## src/rtl/cpu_pkg.sv

```systemverilog
// cpu_pkg: sequencer state and trap-cause enums, RV32I major opcodes and classification helper.
package cpu_pkg;

    typedef enum logic [2:0] {
        S_IDLE   = 3'd0,
        S_FETCH  = 3'd1,
        S_DECODE = 3'd2,
        S_EXEC   = 3'd3,
        S_MEM    = 3'd4,
        S_WB     = 3'd5,
        S_TRAP   = 3'd6
    } seq_state_t;

    typedef enum logic [2:0] {
        TC_NONE    = 3'd0,
        TC_ILLEGAL = 3'd1,
        TC_IMEM_TO = 3'd2,
        TC_DMEM_TO = 3'd3,
        TC_ECALL   = 3'd4
    } trap_cause_t;

    localparam logic [6:0] OP_LUI      = 7'b0110111;
    localparam logic [6:0] OP_AUIPC    = 7'b0010111;
    localparam logic [6:0] OP_JAL      = 7'b1101111;
    localparam logic [6:0] OP_JALR     = 7'b1100111;
    localparam logic [6:0] OP_BRANCH   = 7'b1100011;
    localparam logic [6:0] OP_LOAD     = 7'b0000011;
    localparam logic [6:0] OP_STORE    = 7'b0100011;
    localparam logic [6:0] OP_IMM      = 7'b0010011;
    localparam logic [6:0] OP_OP       = 7'b0110011;
    localparam logic [6:0] OP_MISC_MEM = 7'b0001111;
    localparam logic [6:0] OP_SYSTEM   = 7'b1110011;

    // Only word accesses are supported by the data bus.
    localparam logic [2:0] F3_WORD = 3'b010;

    function automatic logic known_opcode(input logic [6:0] op);
        return op inside {OP_LUI, OP_AUIPC, OP_JAL, OP_JALR, OP_BRANCH, OP_LOAD,
                          OP_STORE, OP_IMM, OP_OP, OP_MISC_MEM, OP_SYSTEM};
    endfunction

endpackage

```

## src/rtl/instr_classifier.sv

```systemverilog
// instr_classifier: combinational opcode/funct3 check feeding the sequencer's DECODE decision.
module instr_classifier
    import cpu_pkg::*;
(
    input  logic [6:0] op,
    input  logic [2:0] funct3,
    output logic       legal,
    output logic       is_mem,
    output logic       is_system
);

    assign is_mem    = (op == OP_LOAD) || (op == OP_STORE);
    assign is_system = op == OP_SYSTEM;
    assign legal     = known_opcode(op) && !(is_mem && funct3 != F3_WORD);

endmodule

```

## src/rtl/cpu_sequencer.sv

```systemverilog
// cpu_sequencer: multi-cycle RV32I control FSM sequencing fetch, decode, data access and retire,
// with bus-timeout and illegal/system traps.
module cpu_sequencer
    import cpu_pkg::*;
#(
    parameter int TIMEOUT   = 16,
    parameter int INSTRET_W = 32
) (
    input  logic                 clk_i,
    input  logic                 rst_i,
    input  logic                 halt_i,
    output logic                 imem_req_o,
    input  logic                 imem_ack_i,
    input  logic [31:0]          imem_data_i,
    output logic [31:0]          ir_o,
    output logic                 dec_en_o,
    input  logic                 dec_d_we_i,
    input  logic                 dec_reg_en_i,
    output logic                 dmem_req_o,
    output logic                 dmem_we_o,
    input  logic                 dmem_ack_i,
    output logic                 rf_we_o,
    output logic                 pc_we_o,
    output logic                 trap_o,
    output logic [2:0]           trap_cause_o,
    output logic [INSTRET_W-1:0] instret_o,
    output logic [2:0]           state_o
);

    localparam int CW = TIMEOUT > 1 ? $clog2(TIMEOUT) : 1;
    localparam logic [CW-1:0] TO_LAST = CW'(TIMEOUT - 1);

    seq_state_t  state, state_n;
    trap_cause_t cause, cause_n;
    logic [CW-1:0] wait_cnt;
    logic legal, is_mem, is_system, to_hit;

    instr_classifier u_cls (
        .op        (ir_o[6:0]),
        .funct3    (ir_o[14:12]),
        .legal     (legal),
        .is_mem    (is_mem),
        .is_system (is_system)
    );

    assign to_hit       = (TIMEOUT != 0) && (wait_cnt == TO_LAST);
    assign state_o      = state;
    assign trap_cause_o = cause;

    // An ack always takes priority over a timeout expiring in the same cycle.
    always_comb begin
        state_n = state;
        cause_n = cause;
        case (state)
            S_IDLE:   state_n = halt_i ? S_IDLE : S_FETCH;
            S_FETCH:  if (imem_ack_i) state_n = S_DECODE;
                      else if (to_hit) begin state_n = S_TRAP; cause_n = TC_IMEM_TO; end
            S_DECODE: if (!legal) begin state_n = S_TRAP; cause_n = TC_ILLEGAL; end
                      else if (is_system) begin state_n = S_TRAP; cause_n = TC_ECALL; end
                      else state_n = S_EXEC;
            S_EXEC:   state_n = is_mem ? S_MEM : S_WB;
            S_MEM:    if (dmem_ack_i) state_n = S_WB;
                      else if (to_hit) begin state_n = S_TRAP; cause_n = TC_DMEM_TO; end
            S_WB:     state_n = halt_i ? S_IDLE : S_FETCH;
            default:  state_n = S_TRAP;
        endcase
    end

    // Outputs are registered from the next state so each one is glitch-free for its whole state.
    always_ff @(posedge clk_i or posedge rst_i) begin
        if (rst_i) begin
            state      <= S_IDLE;
            cause      <= TC_NONE;
            wait_cnt   <= '0;
            ir_o       <= '0;
            instret_o  <= '0;
            imem_req_o <= 1'b0;
            dec_en_o   <= 1'b0;
            dmem_req_o <= 1'b0;
            dmem_we_o  <= 1'b0;
            rf_we_o    <= 1'b0;
            pc_we_o    <= 1'b0;
            trap_o     <= 1'b0;
        end else begin
            state      <= state_n;
            cause      <= cause_n;
            wait_cnt   <= (state_n != state) ? '0 : wait_cnt + 1'b1;
            if (state == S_FETCH && imem_ack_i) ir_o <= imem_data_i;
            if (state == S_WB) instret_o <= instret_o + 1'b1;
            imem_req_o <= state_n == S_FETCH;
            dec_en_o   <= state_n inside {S_DECODE, S_EXEC, S_MEM, S_WB};
            dmem_req_o <= state_n == S_MEM;
            dmem_we_o  <= (state_n == S_MEM) && dec_d_we_i;
            rf_we_o    <= (state_n == S_WB) && dec_reg_en_i;
            pc_we_o    <= state_n == S_WB;
            trap_o     <= state_n == S_TRAP;
        end
    end

endmodule

```

## config.mk

```make
export PLATFORM = sky130hd
export DESIGN_NAME = cpu_sequencer
export DESIGN_NICKNAME = d
export VERILOG_FILES = /design/src/rtl/cpu_pkg.sv /design/src/rtl/instr_classifier.sv /design/src/rtl/cpu_sequencer.sv
export SDC_FILE = /design/constraint.sdc
export NUM_CORES = 1
export LEC_CHECK = 0
export CORE_MARGIN = 8
export CORE_UTILIZATION = 47
export CTS_CLUSTER_DIAMETER = 50
export DETAILED_ROUTE_END_ITERATION = 6
export GPL_ROUTABILITY_DRIVEN = 0
export GPL_TIMING_DRIVEN = 0
export PLACE_DENSITY = 0.86
export RECOVER_POWER = 50
export SLEW_MARGIN = 20
export SYNTH_ARGS = -nofsm -noshare
export SYNTH_HDL_FRONTEND = slang
export SYNTH_HIERARCHICAL = 1
export SYNTH_SLANG_ARGS = --single-unit
```

## constraint.sdc

```tcl
create_clock -name clk_i -period 3.9 [get_ports clk_i]
set_input_delay 0.975 -clock clk_i [delete_from_list [all_inputs] [get_ports clk_i]]
set_output_delay 0.975 -clock clk_i [all_outputs]
set_load 0.01 [all_outputs]
```

Word level (Yosys, flattened, before mapping)
Index checks and enable logic that the tools add are counted.

Add/subtract/negate cells: 2. Eq/ne operators: 30. Muxes and demuxes: 16. Reductions and logical operators: 13.

Operators with widths (number): $mux W3 (11); $add A32 B1 Y32 const B (1); $eq A7 B7 Y1 const B (4); $eq A7 B6 Y1 const B (3); $eq A3 B3 Y1 const B (5); $pmux W3 S5 (1); $eq A7 B5 Y1 const B (2); $eq A3 B2 Y1 const B (4); $reduce_bool A11 Y1 (1); $pmux W3 S3 (1); $ne A2 B2 Y1 const B (4); $eq A7 B2 Y1 const B (1); $eq A7 B4 Y1 const B (1); $eq A3 B1 Y1 const B (2); $reduce_and A6 Y1 (1); $logic_and A1 B1 Y1 (5); $add A4 B1 Y4 const B (1); $eq A4 B4 Y1 const B (1); $mux W4 (1); $reduce_bool A4 Y1 (1); $logic_not A3 Y1 (1); $ne A3 B2 Y1 const B (1); $ne A3 B3 Y1 (1); $ne A3 B3 Y1 const B (1); other kinds (5) (6).

Flip-flop bits (word level): 81. Output and inout port bits: 77. Word-level logic and storage cells: 73.

Longest topological paths before layout
Gate-level depths: netlist of run 1.

Depth in word-level cells: 9. Depth in mapped cells: 8. Gate-level depth less buffers: 8.

By module
The synthesis of run 1 kept the hierarchy.

Modules (own cells, without submodules): cpu_sequencer (instances 1, cells each 287, area an instance 3624.7 µm², sequential area each 2026.9 µm²); instr_classifier (instances 1, cells each 15, area an instance 95.1 µm², sequential area each 0.0 µm²).

Least setup slack after synthesis of run 1
No wires, ideal clock.

Kind: flip-flop to flip-flop. Start point: register ir_o[4]. End point: register cause[2], in the netlist trap_cause_o[2]. Setup time: 125 ps. Arrival: 1977 ps. Required time: 3775 ps. Path slack: 1799 ps. Cell stages (with the launch flop): 9. Clock period less this slack: 2101 ps. Path through: dfrtp_1 -> nand2b_1 -> a21oi_1 -> o21ai_1 -> a22oi_1 -> nor2b_1 -> nor3_1 -> a211oi_1 -> mux2_2.

Longest elaborated chain between the ends: 7. Elaborated cells between the ends (all ways): 20. Classes of those cells: eq/ne (12); mux (2); reduce/logical (6).

Ends and longest elaborated chain: start: declaration (RTL line cpu_sequencer.sv:15) `output logic [31:0] ir_o,`; start signal: assignment (RTL line cpu_sequencer.sv:88) `if (state == S_FETCH && imem_ack_i) ir_o <= imem_data_i;`; parallel branches: the longest is 4 deep, another holds $reduce_bool A11 Y1; $logic_and A1 B1 Y1 (*) (RTL line instr_classifier.sv:14) `assign legal = known_opcode(op) && !(is_mem && funct3 != F3_WORD);`; net legal (RTL line cpu_sequencer.sv:36) `logic legal, is_mem, is_system, to_hit;`; $ne A3 B3 Y1 (no line) or $mux W3 (tied branches); $reduce_and A6 Y1 (no line) or $pmux W3 S3 (tied branches); end signal: assignment (RTL line cpu_sequencer.sv:86) `cause <= cause_n;`; end: declaration (RTL line cpu_sequencer.sv:34) `trap_cause_t cause, cause_n;`.

Mark *: on every way through the listed nets, which the timed path passes. A chain may end at the register's enable or synchronous reset.

Worst setup path after layout of run 1
Start point: input imem_ack_i. End point: register wait_cnt[1].

Longest elaborated chain between the ends: 4.

Ends and longest elaborated chain: start: declaration (RTL line cpu_sequencer.sv:13) `input logic imem_ack_i,`; $mux W3 (RTL line cpu_sequencer.sv:56) `S_FETCH: if (imem_ack_i) state_n = S_DECODE;`; $pmux W3 S5 (RTL line cpu_sequencer.sv:54) `case (state)`; $ne A3 B3 Y1 (RTL line cpu_sequencer.sv:87) `wait_cnt <= (state_n != state) ? '0 : wait_cnt + 1'b1;`; $mux W4 (RTL line cpu_sequencer.sv:87); end signal: assignment (RTL line cpu_sequencer.sv:87); end: declaration (RTL line cpu_sequencer.sv:35) `logic [CW-1:0] wait_cnt;`.

Every way passes these cells.

==> run summary, run 1 <==
========================================================================================
Buffer depth of the longest clock path ....................................            2
Switching component of the power ..........................................     0.303 mW
Cell-by-cell trace of the critical path ................................... dlygate4sd3_1 -> a31oi_1 -> a22oi_1 -> a22oi_1 -> nor3b_1
Total iterations of the first detailed-routing run ........................            4
Count of synthesis-stage warnings from yosys ..............................            6
Clk Tree Root Cell ........................................................ sky130_fd_sc_hd__clkbuf_8
Placeable Area ............................................................ 0.00769 mm^2
Worst hold endpoint ....................................................... instret_o[31]
Kind of critical path .....................................................       in2reg
Fill count ................................................................          596
Max cap viols .............................................................            0
Fraction of layout instances using a drive strength above 1 ...............        14.4%
Placement Rows ............................................................           32
Most instantiated cells after synthesis ................................... 81 x sky130_fd_sc_hd__dfrtp_1, 35 x sky130_fd_sc_hd__mux2_2, 20 x sky130_fd_sc_hd__xnor2_1
Data arrival at the endpoint of the critical path .........................      2620 ps
Total congestion overflow after global routing ............................            0
Detail-routed net length per standard cell ................................      16.6 um
WL final ..................................................................      8890 um
Number of cell instances on the worst register-to-register path ...........            8
Status .................................................................... complete, no violations
Post-synth top flop ....................................................... sky130_fd_sc_hd__dfrtp_1
Initial core utilization ..................................................        48.4%
TritonCTS Buffers .........................................................            9
Input/output buffers ......................................................          115
Sw Ratio ..................................................................        18.7%
Sequential area share after synthesis .....................................        54.5%
Power density over cell area ..............................................  312 mW/mm^2
Clock slew seen by the registers of the worst setup and hold paths ........        70 ps
Sequential cell area in the final layout .................................. 0.00203 mm^2
Largest net degree at the start of global routing .........................           51
Maximum operating frequency ...............................................      413 MHz
Routed via count divided by cell count ....................................         5.20
Post-DP HPWL ..............................................................      6840 um
DIE AREA ..................................................................  0.0110 mm^2
DIE HEIGHT ................................................................       105 um
Max incr delay on CP ......................................................       600 ps
Overall power .............................................................      1.61 mW
Kind of capture point of the worst setup path .............................         flop
# H-tree levels ...........................................................            3
Worst slew margin relative to its limit ...................................        3.12%
Portion of total power attributed to sequential cells .....................        52.0%
Total number of nets in the final design ..................................          470
Num ports .................................................................          116
Clock tree skew after final layout ........................................      8.21 ps
Syn Nets ..................................................................          343
Number of endpoints failing setup at the final stage ......................            0
Crit path required time ...................................................      4100 ps
Clock sink total ..........................................................           81
Synth-to-layout area growth ...............................................        38.9%
Most common cell on crit path ............................................. sky130_fd_sc_hd__a22oi_1
Portion of total power attributed to combinational logic ..................         3.7%
Number of buffers inserted by post-CTS setup repair .......................            0
Die outline width .........................................................       105 um
Cell with the largest stage delay on the worst path ....................... sky130_fd_sc_hd__dlygate4sd3_1
Total internal power ......................................................      1.31 mW
Minimum period implied by the final worst setup slack .....................      2420 ps
Fraction of power consumed by the clock network ...........................        44.4%
Endpoints failing hold ....................................................            0
Syn Std Cell Area ......................................................... 0.00372 mm^2
Clock insertion delay at the later pin of the skew report .................       340 ps
Crit path max-delay family ................................................ compound AO/OA/AOI/OAI gates
Via count of the first global-routing pass ................................        2,938
Cells after Synth .........................................................          302
RR Endpoint ............................................................... trap_cause_o[2]
Synthesized flop and latch total ..........................................           81
EDFF count, synth .........................................................            0
Hold path start ........................................................... instret_o[31]
Total Neg Setup Slack .....................................................         0 ps
Quantity of gates resized following cts ...................................            0
Mean cell area of the mapped netlist ......................................    12.3 um^2
Source of the worst register-to-register timing path ......................      ir_o[4]
Portion of the clock cycle consumed by the worst path in the final layout .        62.0%
RSZ-0062 raised after global routing ......................................        false
Register-to-register path setup slack .....................................      1520 ps
Global router's overall resource usage ....................................        16.3%
Cell leakage power ........................................................      2.33 nW
CP Buf/Inv Count ..........................................................            1
Starting DRT DRC Count ....................................................           88
Antenna violations before repair ..........................................            0
Hold_buf cts ..............................................................            0
Tightest Hold Check Type ..................................................      reg2reg
Area of combinational cells with multiple inputs .......................... 0.00150 mm^2
Worst-path fanout max .....................................................            4
Total inserted antenna cells ..............................................            0
Worst hold path cell count ................................................            1
Sort of element at the start of the critical path ......................... primary input
IR drop worst, VDD ........................................................       215 uV
Async S/R FF share, synth .................................................         100%
Final Slew Violations .....................................................            0
Share of Yosys cell area claimed by the top area cell type ................        54.5%
Cell types with the largest area share after synthesis .................... sky130_fd_sc_hd__dfrtp_1 54%, sky130_fd_sc_hd__mux2_2 11%, sky130_fd_sc_hd__xnor2_1 4.7%
CTS tree ..................................................................         done
DRC violation count after routing .........................................            0
Cell type contributing the most total cell area after synthesis ........... sky130_fd_sc_hd__dfrtp_1
Distinct cell type count of the synthesized netlist .......................           47
Number of nets with antenna violations after routing ......................            0
Number of vias after detailed routing .....................................        2,779
Global-route wire length before repair ....................................    14,800 um
Transition time at the pin with the least slew margin .....................      1450 ps
Most common cell in the netlist ........................................... sky130_fd_sc_hd__dfrtp_1
========================================================================================
[per-stage QoR]
stage / hold slack [ps] / utilization, % / instances / worst slack, ps / instance area [um^2]
3_5_place_dp: 467 / 65.4 / 520 / 1240 / 5030
3_3_place_gp: 455 / 65.0 / 519 / -371 / 5000
4_1_cts: 478 / 68.4 / 534 / 1480 / 5260
5_1_grt: 494 / 67.2 / 534 / 1330 / 5170
2_1_floorplan: 444 / - / 302 / 845 / 3720
6_report: 476 / 67.2 / 534 / 1480 / 5170
[worst max-delay path by stage]
| stage | start | to | slack (ps) | depth (start not counted) |
|---|---|---|---|---|
| floorplan | rst_i | dec_en_o | 840 | 1 |
| global placement | rst_i | wait_cnt[0] | -370 | 2 |
| detailed placement | imem_ack_i | wait_cnt[2] | 1240 | 5 |
| CTS | instret_o[2] | instret_o[2] | 1480 | 1 |
| global route | ir_o[4] | trap_cause_o[2] | 1330 | 8 |
| finish | imem_ack_i | wait_cnt[1] | 1480 | 5 |
[cells by family after synthesis]
kind of cell	after synthesis	share of synthesized area (%)
XOR/XNOR	34	8.01
flip-flops	81	54.5
multiplexers	35	10.6
AO/OA/AOI/OAI	26	4.98
adder cells (fa/ha/maj)	2	0.673
AND/OR/NAND/NOR	100	18.0
buffers and inverters	24	3.26
[power groups by stage]
stage	sequential [mW]	combinational (mW)	clock, mW
2_1_floorplan	0.856	0.0139	0
3_3_place_gp	0.856	0.0559	0
3_5_place_dp	0.856	0.0611	0
4_1_cts	0.839	0.0614	0.734
5_1_grt	0.839	0.0657	0.772
6_report	0.839	0.0591	0.716
[placed cells by master (no fill, tap or decap), types with 4 or more instances in the layout]
| cell type | count |
|---|---|
| sky130_fd_sc_hd__nor2_1 | 10 |
| sky130_fd_sc_hd__nor3_1 | 13 |
| sky130_fd_sc_hd__nor3b_1 | 5 |
| sky130_fd_sc_hd__clkbuf_8 | 10 |
| sky130_fd_sc_hd__mux2_2 | 35 |
| sky130_fd_sc_hd__nand2b_1 | 4 |
| sky130_fd_sc_hd__a21oi_1 | 6 |
| sky130_fd_sc_hd__nand2_1 | 14 |
| sky130_fd_sc_hd__clkbuf_1 | 8 |
| sky130_fd_sc_hd__nor2b_1 | 4 |
| sky130_fd_sc_hd__and4_1 | 4 |
| sky130_fd_sc_hd__xor2_1 | 14 |
| sky130_fd_sc_hd__and3_1 | 7 |
| sky130_fd_sc_hd__inv_1 | 11 |
| sky130_fd_sc_hd__xnor2_1 | 20 |
| sky130_fd_sc_hd__dfrtp_1 | 81 |
| sky130_fd_sc_hd__nand3_1 | 11 |
| sky130_fd_sc_hd__clkdlybuf4s50_1 | 113 |
| sky130_fd_sc_hd__nand4_1 | 11 |
[final cells by class]
| type | instances | share of cell area [%] |
|---|---|---|
| Clock inverter | 3 | 1.74 |
| Sequential cell | 81 | 39.2 |
| Tap cell | 102 | 2.47 |
| Buffer | 12 | 1.14 |
| Clock buffer | 11 | 2.74 |
| Inverter | 12 | 0.896 |
| Timing Repair Buffer | 116 | 22.8 |
| Multi-Input combinational cell | 197 | 29.0 |
[registers in the layout, summed over array words and instances (netlist names)]
register / cells
instret_o: 32
ir_o: 32
wait_cnt: 4
state_o: 3
trap_cause_o: 3
dec_en_o: 1
dmem_req_o: 1
dmem_we_o: 1
imem_req_o: 1
pc_we_o: 1
rf_we_o: 1
trap_o: 1
[per-layer routing]
| layer | GRT usage [%] | share of wire [%] |
|---|---|---|
| met3 | 4.98 | 5.6 |
| met2 | 27.5 | 52 |
| met4 | 5.20 | 0.74 |
| met5 | 0 | 0 |
| met1 | 19.4 | 42 |
Note: power is estimated with default switching activity, not from simulation.
==> run 2: changes to the inputs <==
clock period = 2.5 ns   (was 3.9 ns; I/O delays follow)
==> run 2 against run 1 <==
Combinational power grew 50%. Core utilization grew 0.16 points. Clock power grew 65%. Sequential cell count is the same. Setup slack lost 1300 ps. Cell count grew 0.37%. Highest routed layer unchanged.
==> run summary, run 2 (synthesized netlist as in run 1, its figures left out) <==
========================================================================================
Status .................................................................... complete, no violations
Tightest Hold Check Type ..................................................      reg2reg
Worst slew margin relative to its limit ...................................        41.4%
Sequential cell area in the final layout .................................. 0.00203 mm^2
Total congestion overflow after global routing ............................            0
Total number of nets in the final design ..................................          471
Power density over cell area ..............................................  497 mW/mm^2
Input/output buffers ......................................................          115
# H-tree levels ...........................................................            3
Total Neg Setup Slack .....................................................         0 ps
Total inserted antenna cells ..............................................            0
Number of vias after detailed routing .....................................        2,850
Maximum operating frequency ...............................................      436 MHz
Worst hold path cell count ................................................            1
Kind of capture point of the worst setup path .............................         flop
Antenna violations before repair ..........................................            0
Endpoints failing hold ....................................................            0
Fraction of power consumed by the clock network ...........................        45.8%
Global-route wire length before repair ....................................    15,400 um
Clock sink total ..........................................................           81
Placeable Area ............................................................ 0.00769 mm^2
Sw Ratio ..................................................................        19.3%
Number of cell instances on the worst register-to-register path ...........            8
Number of nets with antenna violations after routing ......................            0
Number of buffers inserted by post-CTS setup repair .......................            0
Clock insertion delay at the later pin of the skew report .................       350 ps
Fraction of layout instances using a drive strength above 1 ...............        15.4%
Post-Place Setup Slack ....................................................       166 ps
Portion of the clock cycle consumed by the worst path in the final layout .        91.8%
Clk Tree Root Cell ........................................................ sky130_fd_sc_hd__clkbuf_8
Number of endpoints failing setup at the final stage ......................            0
Commonest cells after routing, fill and taps aside ........................ 102 x sky130_fd_sc_hd__clkdlybuf4s50_1, 81 x sky130_fd_sc_hd__dfrtp_1, 35 x sky130_fd_sc_hd__mux2_2, 20 x sky130_fd_sc_hd__xnor2_1
Overall power .............................................................      2.58 mW
Die outline width .........................................................       105 um
Clock slew seen by the registers of the worst setup and hold paths ........        80 ps
Starting DRT DRC Count ....................................................          112
Total iterations of the first detailed-routing run ........................            4
Transition time at the pin with the least slew margin .....................       874 ps
Clock tree skew after final layout ........................................      10.1 ps
Max cap viols .............................................................            0
Global router's overall resource usage ....................................        17.0%
Routed via count divided by cell count ....................................         5.32
Kind of critical path .....................................................      reg2reg
Final cell count without fillers ..........................................          536
Crit path required time ...................................................      2750 ps
Largest net degree at the start of global routing .........................           33
Sort of element at the start of the critical path .........................         flop
Initial core utilization ..................................................        48.4%
Portion of total power attributed to combinational logic ..................         3.4%
Total internal power ......................................................      2.08 mW
Final Slew Violations .....................................................            0
Cell leakage power ........................................................      2.37 nW
Area of combinational cells with multiple inputs .......................... 0.00151 mm^2
DIE HEIGHT ................................................................       105 um
DIE AREA ..................................................................  0.0110 mm^2
CTS tree ..................................................................         done
Data arrival at the endpoint of the critical path .........................      2550 ps
Via count of the first global-routing pass ................................        2,971
Largest registers ranked by flip-flop count ............................... instret_o x32, ir_o x32, wait_cnt x4
TritonCTS Buffers .........................................................            9
Num ports .................................................................          116
RSZ-0062 raised after global routing ......................................        false
Worst-path fanout max .....................................................            7
Post-DP HPWL ..............................................................      6980 um
Minimum period implied by the final worst setup slack .....................      2290 ps
Post-Route Hold Slack .....................................................       473 ps
Buffer depth of the longest clock path ....................................            2
DRC violation count after routing .........................................            0
Final worst setup slack ...................................................       205 ps
Total placed cells including tap cells ....................................          521
Hold_buf cts ..............................................................            0
Leading cell type in the layout, fill and taps excluded ................... sky130_fd_sc_hd__clkdlybuf4s50_1
WL final ..................................................................      9240 um
Fill count ................................................................          568
Synth-to-layout area growth ...............................................        39.3%
Placement Rows ............................................................           32
Portion of total power attributed to sequential cells .....................        50.8%
IR drop worst, VDD ........................................................       375 uV
Switching component of the power ..........................................     0.498 mW
Detail-routed net length per standard cell ................................      17.2 um
========================================================================================
-- run 2: worst paths after layout --
| kind | start | slack, ps | endpoint |
|---|---|---|---|
| max | ir_o[4] | 210 | wait_cnt[1] |
| min in group asynchronous | rst_i | 880 | ir_o[30] |
| max in group asynchronous | rst_i | 400 | rf_we_o |
| min | instret_o[31] | 470 | instret_o[31] |
| max reg2reg | ir_o[4] | 210 | wait_cnt[1] |
| min reg2reg | instret_o[31] | 470 | instret_o[31] |
-- run 2: power by group through the flow --
stage	clock, mW	sequential (mW)	combinational [mW]
floorplan	0	1.34	0.0220
global placement	0	1.34	0.0878
finish	1.18	1.31	0.0888
global route	1.25	1.31	0.0990
CTS	1.20	1.31	0.0985
detailed placement	0	1.33	0.0978
-- run 2: worst max-delay path, cell delays in order, from the launching register on --
cell                       delay, ps
sky130_fd_sc_hd__dfrtp_1         450
sky130_fd_sc_hd__nand2b_1        170
sky130_fd_sc_hd__a21oi_1         140
sky130_fd_sc_hd__o21ai_1          80
sky130_fd_sc_hd__a22oi_1         270
sky130_fd_sc_hd__nor3b_1         410
sky130_fd_sc_hd__o22a_1          240
sky130_fd_sc_hd__o221ai_1        220
sky130_fd_sc_hd__nor3b_1         230
-- run 2: layout make-up --
cell class / instances / area share (%)
repair buffers: 117 / 22.4
clock buffers: 11 / 2.92
plain buffers: 12 / 1.14
well taps: 102 / 2.46
clock inverters: 4 / 1.91
multi-input cells: 197 / 29.1
flip-flops and latches: 81 / 39.1
inverters: 12 / 0.894
-- run 2: stage by stage --
stage / cell area, um^2 / util (%)
floorplan: 3720 / -
global placement: 5000 / 65.1
finish: 5180 / 67.4
CTS: 5290 / 68.8
global route: 5180 / 67.4
detailed placement: 5040 / 65.6
-- run 2: layer usage --
| metal | up-vias | wire length (um) | track usage, % |
|---|---|---|---|
| met5 | - | 0 | 0 |
| met4 | 0 | 189 | 6.73 |
| li1 | 1329 | - | - |
| met1 | 1413 | 3620 | 19.4 |
| met3 | 14 | 547 | 4.42 |
| met2 | 94 | 4880 | 29.8 |
-- run 2: what timing repair did --
action	CTS	global route
resized for setup	0	1
hold endpoints to repair	0	0
setup endpoints to repair	0	1
==> run 3: changes to the inputs <==
CORE_UTILIZATION = 36   (was 47)
CTS_CLUSTER_DIAMETER = not set   (was 50)
PLACE_DENSITY = 0.69   (was 0.86)
==> run 3 against run 2 <==
Sequential power is essentially flat. Cell count grew 6.3%. Design area grew 1.0%. Largest cell class unchanged. Largest power group unchanged. Sequential cell count is the same. Die area grew 26%.
==> run summary, run 3 (synthesized netlist as in run 1, its figures left out) <==
========================================================================================
Status .................................................................... complete, no violations
CTS tree ..................................................................         done
Leading cell type in the layout, fill and taps excluded ................... sky130_fd_sc_hd__clkdlybuf4s50_1
Cell-by-cell trace of the critical path ................................... nand2b_1 -> a21oi_1 -> o21ai_1 -> a22oi_1 -> nor2b_2 -> nor3_1 -> a211oi_2 -> mux2_2
IR drop worst, VDD ........................................................       303 uV
Total iterations of the first detailed-routing run ........................            4
Cell with the largest stage delay on the worst path ....................... sky130_fd_sc_hd__dfrtp_1
Met3 usage in global routing ..............................................        4.70%
Die outline width .........................................................       118 um
Global-route wire length before repair ....................................    15,100 um
DRC violation count after routing .........................................            0
Number of endpoints failing setup at the final stage ......................            0
Number of nets with antenna violations after routing ......................            0
Kind of capture point of the worst setup path .............................         flop
Most used routing layer in global routing .................................         met2
Maximum operating frequency ...............................................      447 MHz
Starting DRT DRC Count ....................................................          127
Input/output buffers ......................................................          115
Sort of element at the start of the critical path .........................         flop
Worst-path fanout max .....................................................            7
Transition time at the pin with the least slew margin .....................       934 ps
Clock insertion delay at the later pin of the skew report .................       340 ps
Clock slew seen by the registers of the worst setup and hold paths ........        70 ps
Minimum period implied by the final worst setup slack .....................      2240 ps
Total congestion overflow after global routing ............................            0
TritonCTS Buffers .........................................................            9
Commonest cells after routing, fill and taps aside ........................ 103 x sky130_fd_sc_hd__clkdlybuf4s50_1, 81 x sky130_fd_sc_hd__dfrtp_1, 35 x sky130_fd_sc_hd__mux2_2, 20 x sky130_fd_sc_hd__xnor2_1
Num ports .................................................................          116
Cell leakage power ........................................................      2.37 nW
Endpoints failing hold ....................................................            0
Routed via count divided by cell count ....................................         4.85
Antenna violations before repair ..........................................            0
Detail-routed net length per standard cell ................................      15.7 um
Quantity of gates resized following cts ...................................            0
Kind of critical path .....................................................      reg2reg
Placeable Area ............................................................  0.0102 mm^2
Grt met1 use ..............................................................        15.6%
DIE HEIGHT ................................................................       118 um
RSZ-0062 raised after global routing ......................................        false
WL final ..................................................................      8970 um
Data arrival at the endpoint of the critical path .........................      2460 ps
Hold_buf cts ..............................................................            0
Synth-to-layout area growth ...............................................        40.7%
Via count of the first global-routing pass ................................        2,878
Number of buffers inserted by post-CTS setup repair .......................            0
Clock tree skew after final layout ........................................      11.8 ps
# H-tree levels ...........................................................            3
Total placed cells including tap cells ....................................          555
Met2 track demand over resource in global routing .........................        21.8%
Largest net degree at the start of global routing .........................           34
Fraction of layout instances using a drive strength above 1 ...............        15.4%
Buffer depth of the longest clock path ....................................            2
Fill count ................................................................          921
Clk Tree Root Cell ........................................................ sky130_fd_sc_hd__clkbuf_8
Total inserted antenna cells ..............................................            0
Total Neg Setup Slack .....................................................         0 ps
Initial core utilization ..................................................        36.5%
Clock sink total ..........................................................           81
Number of vias after detailed routing .....................................        2,763
Global router's overall resource usage ....................................        13.2%
Placement Rows ............................................................           37
Total number of nets in the final design ..................................          471
DIE AREA ..................................................................  0.0138 mm^2
Core occupancy in the finished layout .....................................        51.4%
Portion of the clock cycle consumed by the worst path in the final layout .        89.5%
Power density over cell area ..............................................  505 mW/mm^2
Post-DP HPWL ..............................................................      7040 um
Worst slew margin relative to its limit ...................................        37.4%
Largest registers ranked by flip-flop count ............................... instret_o x32, ir_o x32, wait_cnt x4
Tightest Hold Check Type ..................................................      reg2reg
Max incr delay on CP ......................................................       450 ps
Crit path required time ...................................................      2720 ps
Final Slew Violations .....................................................            0
Final cell count without fillers ..........................................          570
Max cap viols .............................................................            0
========================================================================================
## run 3: area by class of cell
type	count	area, um^2	share of cell area (%)
buffer	12	58.8	1.12
timing repair buffer	117	1160	22.2
clock buffer	10	138	2.63
clock inverter	5	128	2.44
inverter	12	46.3	0.885
sequential	81	2030	38.7
tap	136	170	3.25
multi-input combinational	197	1510	28.8
## run 3: power by group
part	internal [mW]	switching (mW)
Combinational	0.0532	0.0349
Clock	0.786	0.458
Sequential	1.31	0
Total	2.15	0.492
## run 3: worst paths after layout
check                             from         endpoint  slack [ps]  depth (start not counted)
setup / recovery               ir_o[4]  trap_cause_o[2]         260                          8
hold / removal             wait_cnt[0]      wait_cnt[0]         470                          1
setup reg to reg               ir_o[4]  trap_cause_o[2]         260                          8
hold reg to reg            wait_cnt[0]      wait_cnt[0]         470                          1
max in group asynchronous        rst_i  trap_cause_o[0]         360                          3
min in group asynchronous        rst_i         ir_o[29]         880                          2
## run 3: metal layers
metal	routed length, um	vias up
li1	-	1326
met1	3940	1360
met2	4330	70
met3	587	7
met4	111	0
met5	0	-
## run 3: worst max-delay path, delay by kind of cell (launching register included)
kind / cells / cell delay (ps)
AO/OA/AOI/OAI: 4 / 740
multiplexers: 1 / 370
AND/OR/NAND/NOR: 3 / 570
flip-flops: 1 / 450
## run 3: through the flow
stage               hold slack [ps]  setup slack (ps)  total power, mW  instance area (um^2)
finish                          474               263             2.64                  5230
global route                    500              20.9             2.74                  5230
CTS                             477              66.1             2.69                  5350
detailed placement              466              96.8             1.43                  5080
global placement                454              27.5             1.42                  5040
floorplan                       444               399             1.36                  3720
